File: src/rtl/iterative_left_shifter_if.sv
// rtl/iterative_left_shifter_if.sv - request/result handshake bundle for the iterative left shifter
interface iterative_left_shifter_if #(
  parameter int WIDTH   = 8,
  parameter int SHAMT_W = 3
);
  logic               in_valid;
  logic               in_ready;
  logic [WIDTH-1:0]   in_data;
  logic [SHAMT_W-1:0] in_shamt;
  logic               in_arith;
  logic               out_valid;
  logic               out_ready;
  logic [WIDTH-1:0]   out_data;
  logic               out_ovf;

  modport master (
    output in_valid, in_data, in_shamt, in_arith, out_ready,
    input  in_ready, out_valid, out_data, out_ovf
  );

  modport slave (
    input  in_valid, in_data, in_shamt, in_arith, out_ready,
    output in_ready, out_valid, out_data, out_ovf
  );
endinterface

File: src/rtl/iterative_left_shifter.sv
// rtl/iterative_left_shifter.sv - one-bit-per-clock left shifter with overflow flag and saturation
module iterative_left_shifter #(
  parameter int WIDTH   = 8,
  parameter int SHAMT_W = 3
) (
  input logic                    clk,
  input logic                    rst,
  iterative_left_shifter_if.slave bus_io
);
  typedef enum logic [1:0] {IDLE, SHIFT, DONE} state_t;

  state_t             state_q, state_d;
  logic [WIDTH-1:0]   data_q, data_d;
  logic [SHAMT_W-1:0] cnt_q, cnt_d;
  logic               arith_q, arith_d;
  logic               sign_q, sign_d;
  logic               ovf_q, ovf_d;
  logic [WIDTH-1:0]   res_q, res_d;

  logic [WIDTH-1:0]   shifted;
  logic [WIDTH-1:0]   sat;
  logic               step_ovf;

  always_ff @(posedge clk or posedge rst) begin
    if (rst) begin
      state_q <= IDLE;
      data_q  <= '0;
      cnt_q   <= '0;
      arith_q <= 1'b0;
      sign_q  <= 1'b0;
      ovf_q   <= 1'b0;
      res_q   <= '0;
    end else begin
      state_q <= state_d;
      data_q  <= data_d;
      cnt_q   <= cnt_d;
      arith_q <= arith_d;
      sign_q  <= sign_d;
      ovf_q   <= ovf_d;
      res_q   <= res_d;
    end
  end

  // Overflow is judged on the value before this cycle's shift.
  assign shifted  = {data_q[WIDTH-2:0], 1'b0};
  assign step_ovf = arith_q ? (data_q[WIDTH-1] ^ data_q[WIDTH-2]) : data_q[WIDTH-1];
  assign sat      = sign_q ? {1'b1, {(WIDTH-1){1'b0}}} : {1'b0, {(WIDTH-1){1'b1}}};

  always_comb begin
    state_d = state_q;
    data_d  = data_q;
    cnt_d   = cnt_q;
    arith_d = arith_q;
    sign_d  = sign_q;
    ovf_d   = ovf_q;
    res_d   = res_q;
    case (state_q)
      IDLE: begin
        if (bus_io.in_valid) begin
          data_d  = bus_io.in_data;
          cnt_d   = bus_io.in_shamt;
          arith_d = bus_io.in_arith;
          sign_d  = bus_io.in_data[WIDTH-1];
          ovf_d   = 1'b0;
          if (bus_io.in_shamt == '0) begin
            res_d   = bus_io.in_data;
            state_d = DONE;
          end else begin
            state_d = SHIFT;
          end
        end
      end
      SHIFT: begin
        data_d = shifted;
        cnt_d  = cnt_q - 1'b1;
        ovf_d  = ovf_q | step_ovf;
        if (cnt_q == SHAMT_W'(1)) begin
          res_d   = (arith_q && ovf_d) ? sat : shifted;
          state_d = DONE;
        end
      end
      DONE: begin
        if (bus_io.out_ready) begin
          state_d = IDLE;
        end
      end
      default: state_d = IDLE;
    endcase
  end

  assign bus_io.in_ready  = (state_q == IDLE);
  assign bus_io.out_valid = (state_q == DONE);
  assign bus_io.out_data  = res_q;
  assign bus_io.out_ovf   = ovf_q;
endmodule

File: src/flat_wrapper.sv
// flat-port wrapper written by rule: the top's interface ports become plain ports
module iterative_left_shifter_flat 
#(
  parameter int WIDTH   = 8,
  parameter int SHAMT_W = 3
)
  (clk, rst, bus_io_in_valid, bus_io_in_data, bus_io_in_shamt, bus_io_in_arith, bus_io_out_ready, bus_io_in_ready, bus_io_out_valid, bus_io_out_data, bus_io_out_ovf);
  iterative_left_shifter_if #(.WIDTH(WIDTH), .SHAMT_W(SHAMT_W)) bus_io_i ();
  input logic clk;
  input logic rst;
  input wire logic [$bits(bus_io_i.in_valid)-1:0] bus_io_in_valid;
  input wire logic [$bits(bus_io_i.in_data)-1:0] bus_io_in_data;
  input wire logic [$bits(bus_io_i.in_shamt)-1:0] bus_io_in_shamt;
  input wire logic [$bits(bus_io_i.in_arith)-1:0] bus_io_in_arith;
  input wire logic [$bits(bus_io_i.out_ready)-1:0] bus_io_out_ready;
  output wire logic [$bits(bus_io_i.in_ready)-1:0] bus_io_in_ready;
  output wire logic [$bits(bus_io_i.out_valid)-1:0] bus_io_out_valid;
  output wire logic [$bits(bus_io_i.out_data)-1:0] bus_io_out_data;
  output wire logic [$bits(bus_io_i.out_ovf)-1:0] bus_io_out_ovf;
  assign bus_io_i.in_valid = bus_io_in_valid;
  assign bus_io_i.in_data = bus_io_in_data;
  assign bus_io_i.in_shamt = bus_io_in_shamt;
  assign bus_io_i.in_arith = bus_io_in_arith;
  assign bus_io_i.out_ready = bus_io_out_ready;
  assign bus_io_in_ready = bus_io_i.in_ready;
  assign bus_io_out_valid = bus_io_i.out_valid;
  assign bus_io_out_data = bus_io_i.out_data;
  assign bus_io_out_ovf = bus_io_i.out_ovf;
  iterative_left_shifter #(.WIDTH(WIDTH), .SHAMT_W(SHAMT_W)) u_core (.clk(clk), .rst(rst), .bus_io(bus_io_i));
endmodule
File: config.mk
export PLATFORM = sky130hd
export DESIGN_NAME = iterative_left_shifter_flat
export DESIGN_NICKNAME = d
export VERILOG_FILES = /design/src/rtl/iterative_left_shifter_if.sv /design/src/rtl/iterative_left_shifter.sv /design/src/flat_wrapper.sv
export SDC_FILE = /design/constraint.sdc
export NUM_CORES = 1
export LEC_CHECK = 0
export CAP_MARGIN = 20
export CELL_PAD_IN_SITES_DETAIL_PLACEMENT = 1
export CELL_PAD_IN_SITES_GLOBAL_PLACEMENT = 1
export CORE_UTILIZATION = 30
export CTS_CLUSTER_SIZE = 14
export DETAILED_ROUTE_END_ITERATION = 10
export PLACE_DENSITY_LB_ADDON = 0.3
export SLEW_MARGIN = 20
export SYNTH_ARGS = -nofsm -noshare
export SYNTH_HDL_FRONTEND = slang
export SYNTH_SLANG_ARGS = --single-unit
File: constraint.sdc
create_clock -name clk -period 1.49 [get_ports clk]
set_clock_uncertainty 0.2 [all_clocks]
set_input_delay 0.298 -clock clk [delete_from_list [all_inputs] [get_ports clk]]
set_output_delay 0.298 -clock clk [all_outputs]
set_load 0.1 [all_outputs]
# [After elaboration in Yosys (flattened, before gate mapping)]
# Index checks and enable logic that the tools add are counted.
[word_totals] ff_bits=24 in_bits=16 output_inout_bits=11 word_cells=43
[classes] add_sub_neg=1 n_eq_ne=7 muxes=18 bitwise_logic=2 reduce_logical=8
[ops] op="$mux W8" count=6
[ops] op="$pmux W8 S2" count=2
[ops] op="$mux W2" count=4
[ops] op="$pmux W2 S3" count=1
[ops] op="$pmux W3 S2" count=1
[ops] op="$ne A2 B1 Y1 const B" count=2
[ops] op="$ne A2 B2 Y1 const B" count=2
[ops] op="$reduce_and A2 Y1" count=2
[ops] op="$reduce_and A4 Y1" count=1
[ops] op="$eq A3 B1 Y1 const B" count=1
[ops] op="$logic_not A3 Y1" count=1
[ops] op="$mux W3" count=1
[ops] op="$reduce_and A3 Y1" count=1
[ops] op="$sub A3 B1 Y3 const B" count=1
[ops] op="$eq A2 B1 Y1 const B" count=1
[ops] op="$eq A2 B2 Y1 const B" count=1
[ops] op="$logic_not A2 Y1" count=1
[ops] op="$mux W1" count=2
[ops] op="$pmux W1 S2" count=1
[ops] op="$reduce_bool A2 Y1" count=1
[ops] op="$logic_and A1 B1 Y1" count=1
[ops] op="$or A1 B1 Y1" count=1
[ops] op="$xor A1 B1 Y1" count=1

# [Longest topological paths before layout]
[logic_depth] word_depth=7 ltp_mapped=7 ltp_nobuf=6

# [Worst setup path after synthesis]
# Ideal clock, no wire load.
[synth_path] kind="flip-flop to output port" from="register u_core.state_q[0]" to="output bus_io_in_ready" arrival_time_ns=2.044 t_required_ns=0.992 path_slack_ns=-1.052 path_stages_with_launch=4 n_path_buf=2 path_cell_list="dfrtp_1 buf_2 buf_1 nor2_1"
[synth_via] elab_chain_cells=1
[synth_rtl] element="from (decl)" line="iterative_left_shifter.sv:12" text="state_t state_q, state_d;"
[synth_rtl] element="from (signal assigned)" line="iterative_left_shifter.sv:34" text="state_q <= state_d;"
[synth_rtl] element="$logic_not A2 Y1" line="iterative_left_shifter.sv:91" text="assign bus_io.in_ready = (state_q == IDLE);"
[synth_rtl] element="to (decl)" line="flat_wrapper.sv:16" text="output wire logic [$bits(bus_io_i.in_ready)-1:0] bus_io_in_ready;"
# Every way passes these cells.

# [Final worst setup path]
[layout_path] from="register u_core.state_q[1]" to="output bus_io_out_valid"
[layout_via] elab_chain_cells=1
[layout_rtl] element="$eq A2 B2 Y1" line="iterative_left_shifter.sv:92" text="assign bus_io.out_valid = (state_q == DONE);"
[layout_rtl] element="to (decl)" line="flat_wrapper.sv:17" text="output wire logic [$bits(bus_io_i.out_valid)-1:0] bus_io_out_valid;"
# Every way passes these cells.

==> results_dict.tcl <==
set metrics [dict create \
    crit_slowest_cell "dfrtp_2" \
    synth_cell_type_count 36 \
    drtIter0Drc 66 \
    tritoncts "yes" \
    worstSetupEndpointType "output port" \
    cts_root_buf "clkbuf_8" \
    synth_top_area_cell "dfrtp_1" \
    finalCriticalPeriod_ps 1740 \
    final_cell_mix "buf_4, dfrtp_1, clkdlybuf4s50_1, buf_12" \
    synth_top_area_share_pct 44.1 \
    synth_warnings 0 \
    wl_met2_mm 2.48 \
    vdd_drop_max_v 0.000910 \
    vias_per_cell 5.27 \
    clk_pin_slew_ps 100 \
    synth_area_leaders "dfrtp_1, nor3b_1, a21oi_1" \
    dieArea_sq_um 4820 \
    tns_ps -2920 \
    crit_path_max_incr_delay_ps 490 \
    max_freq_ghz 0.574 \
    ys_ff_latch 24 \
    maxCapViolations 0 \
    drcViolationCount 0 \
    die_w_microns 69.4 \
    core_area_sq_um 4350 \
    final_nets 220 \
    firstDrtPassIters 4 \
    synth_seq_area_share_pct 44.1 \
    cts_buffer_depth 2 \
    critPathLaunchType "register" \
    grt_max_degree 25 \
    wl_met3_microns 100 \
    synth_ff_type "dfrtp_1" \
    wl_mm 4.65 \
    cts_max_level 1 \
    avgSynthCellArea_sq_um 9.73 \
    top_layer "met4" \
    worstSetupPathType "reg2out" \
    grt_pass1_wl_mm 7.19 \
    finalSetupViolCount 21 \
    layout_commonest_cell "buf_4" \
    antenna_cells 0 \
    antenna_found_initial 0 \
    async_flop_share_pct 100 \
    crit_required_ps 990 \
    reg2reg_to "u_core.bus_io.out_data[5]" \
    relSlewSlack_pct 71.8 \
    track_usage_pct 18.7 \
    cts_hold_buffers 0 \
    r2r_start "u_core.state_q[1]" \
    die_h_microns 69.4 \
    fin_hold_ws_ps 137 \
    crit_start "u_core.state_q[1]" \
    ant_nets 0 \
    rsz0062_at_grt "true" \
    final_util_pct 55.6 \
    instances_no_fill 253 \
    synth-edff-count 0 \
    final-hold-violation-count 0 \
    status "finished with violations" \
    path_cells "buf_6, nor2b_4, buf_12" \
    worstPathArrival_ps 1240 \
    postSynthCellCount 140 \
    cts.sinks 24 \
    slew_viol_final 0 \
    syn-cell-area_sq_um 1360 \
    place.gp.congestion 0.781 \
    n_fill_cell 475 \
    regToRegSetupSlack_ps -230 \
    layout-drive-gt1-share_pct 49.8 \
    period_share_pct 117 \
    power_per_cell_area_nw_per_um2 2550 \
    wl_met1_mm 2.02 \
    vias 1334 \
    syn_nets 158 \
    grt_pass1_vias 1464 \
    reg2reg_depth 4 \
    crit_fanout 7 \
    p_leak_nw 1.05 \
    grt-ovfl-total 0 \
    violations "negative setup slack" \
    hold_path_class "in2async" \
    fp-row-count 24 \
    areaGrowthSynthToFinish_pct 77.6 \
    wl_per_cell_microns 18.4 \
    endpoint "bus_io_out_valid" \
    worst_pin_slew_ps 421 \
    dpl.hpwl_mm 3.02 \
    finalWorstSetupSlack_ps -252 \
    pin_count 27 \
    io_buffers 26 \
    dp.cells 239 \
    start_util_pct 31.3 \
    clk_latency_ps 280 \
    cts_buffers 3 \
]
==> through the flow <==
stage,instance area (sq um),total power [mW],setup slack [ps]
6_report,2420,6.17,-252
5_1_grt,2420,6.46,-293
4_1_cts,2190,5.65,-238
3_5_place_dp,2030,4.84,-503
3_3_place_gp,2030,4.71,-411
2_1_floorplan,1420,3.43,-195
==> cell families after synthesis <==
group                    after synthesis  share of synthesized area, %
adder cells (fa/ha/maj)                2                          1.84
AND/OR/NAND/NOR                       40                          19.2
XOR/XNOR                               2                          1.84
AO/OA/AOI/OAI                         50                          25.2
multiplexers                           2                          1.65
buffers and inverters                 20                          6.24
flip-flops                            24                          44.1
==> worst min-delay path by stage <==
stage                      from                   endpoint  slack (ps)  cells past startpoint
4_1_cts                     rst  u_core.bus_io.out_data[7]         150                      3
3_3_place_gp   u_core.data_q[2]           u_core.data_q[2]         310                      2
6_report                    rst  u_core.bus_io.out_data[7]         140                      3
3_5_place_dp   u_core.data_q[4]           u_core.data_q[4]         330                      2
2_1_floorplan               rst             u_core.arith_q         110                      1
5_1_grt                     rst           u_core.data_q[7]         170                      3
==> flip-flops by register name (all words and copies together) (netlist names) <==
register	cells
u_core.arith_q	1
u_core.state_q	2
u_core.bus_io.out_data	8
u_core.cnt_q	3
u_core.sign_q	1
u_core.data_q	8
u_core.bus_io.out_ovf	1
==> cell usage after synthesis (2+ instances only) <==
| master | instances |
|---|---|
| a221o_1 | 6 |
| clkbuf_1 | 2 |
| ha_1 | 2 |
| a21oi_1 | 14 |
| buf_2 | 5 |
| inv_1 | 10 |
| o21ai_0 | 9 |
| dfrtp_1 | 24 |
| o21ai_1 | 2 |
| nor2_1 | 5 |
| nand2_1 | 9 |
| mux2_2 | 2 |
| a21o_1 | 2 |
| nand2b_1 | 3 |
| nor3b_1 | 15 |
| nor2b_1 | 2 |
| o22ai_1 | 3 |
| o22a_1 | 7 |
==> power breakdown <==
part	switching [mW]	leakage (nW)	internal (mW)	total [mW]
logic	2.27	0.730	1.96	4.23
clock network	0.239	0.0357	0.359	0.598
registers	0.377	0.286	0.963	1.34
total	2.89	1.05	3.28	6.17
==> critical path, delay by kind of cell, from the launching register on <==
family / cells / cell delay (ps)
buf+inv: 2 / 310
flops: 1 / 490
simple gates: 1 / 170
==> area by class of cell <==
class / count / area (sq um) / area share (%)
tap: 52 / 65.1 / 2.69
clock inverter: 1 / 30.0 / 1.24
inverter: 11 / 43.8 / 1.81
clock buffer: 3 / 41.3 / 1.71
multi-input combinational: 96 / 885 / 36.6
sequential: 24 / 607 / 25.1
timing repair buffer: 66 / 748 / 30.9
==> layer usage <==
layer / track usage (%) / vias up
met3: 2.47 / 6
met4: 5.44 / 0
met2: 34.4 / 23
met5: 0 / -
li1: - / 630
met1: 22.6 / 675
==> repair_timing <==
| item | in CTS | in global routing |
|---|---|---|
| pin swaps | 2 | 18 |
| buffers inserted | 5 | 8 |
| gates resized for setup | 15 | 50 |
| endpoints found under the setup margin | 25 | 25 |
No activity file was read; power rests on OpenSTA's default activity.
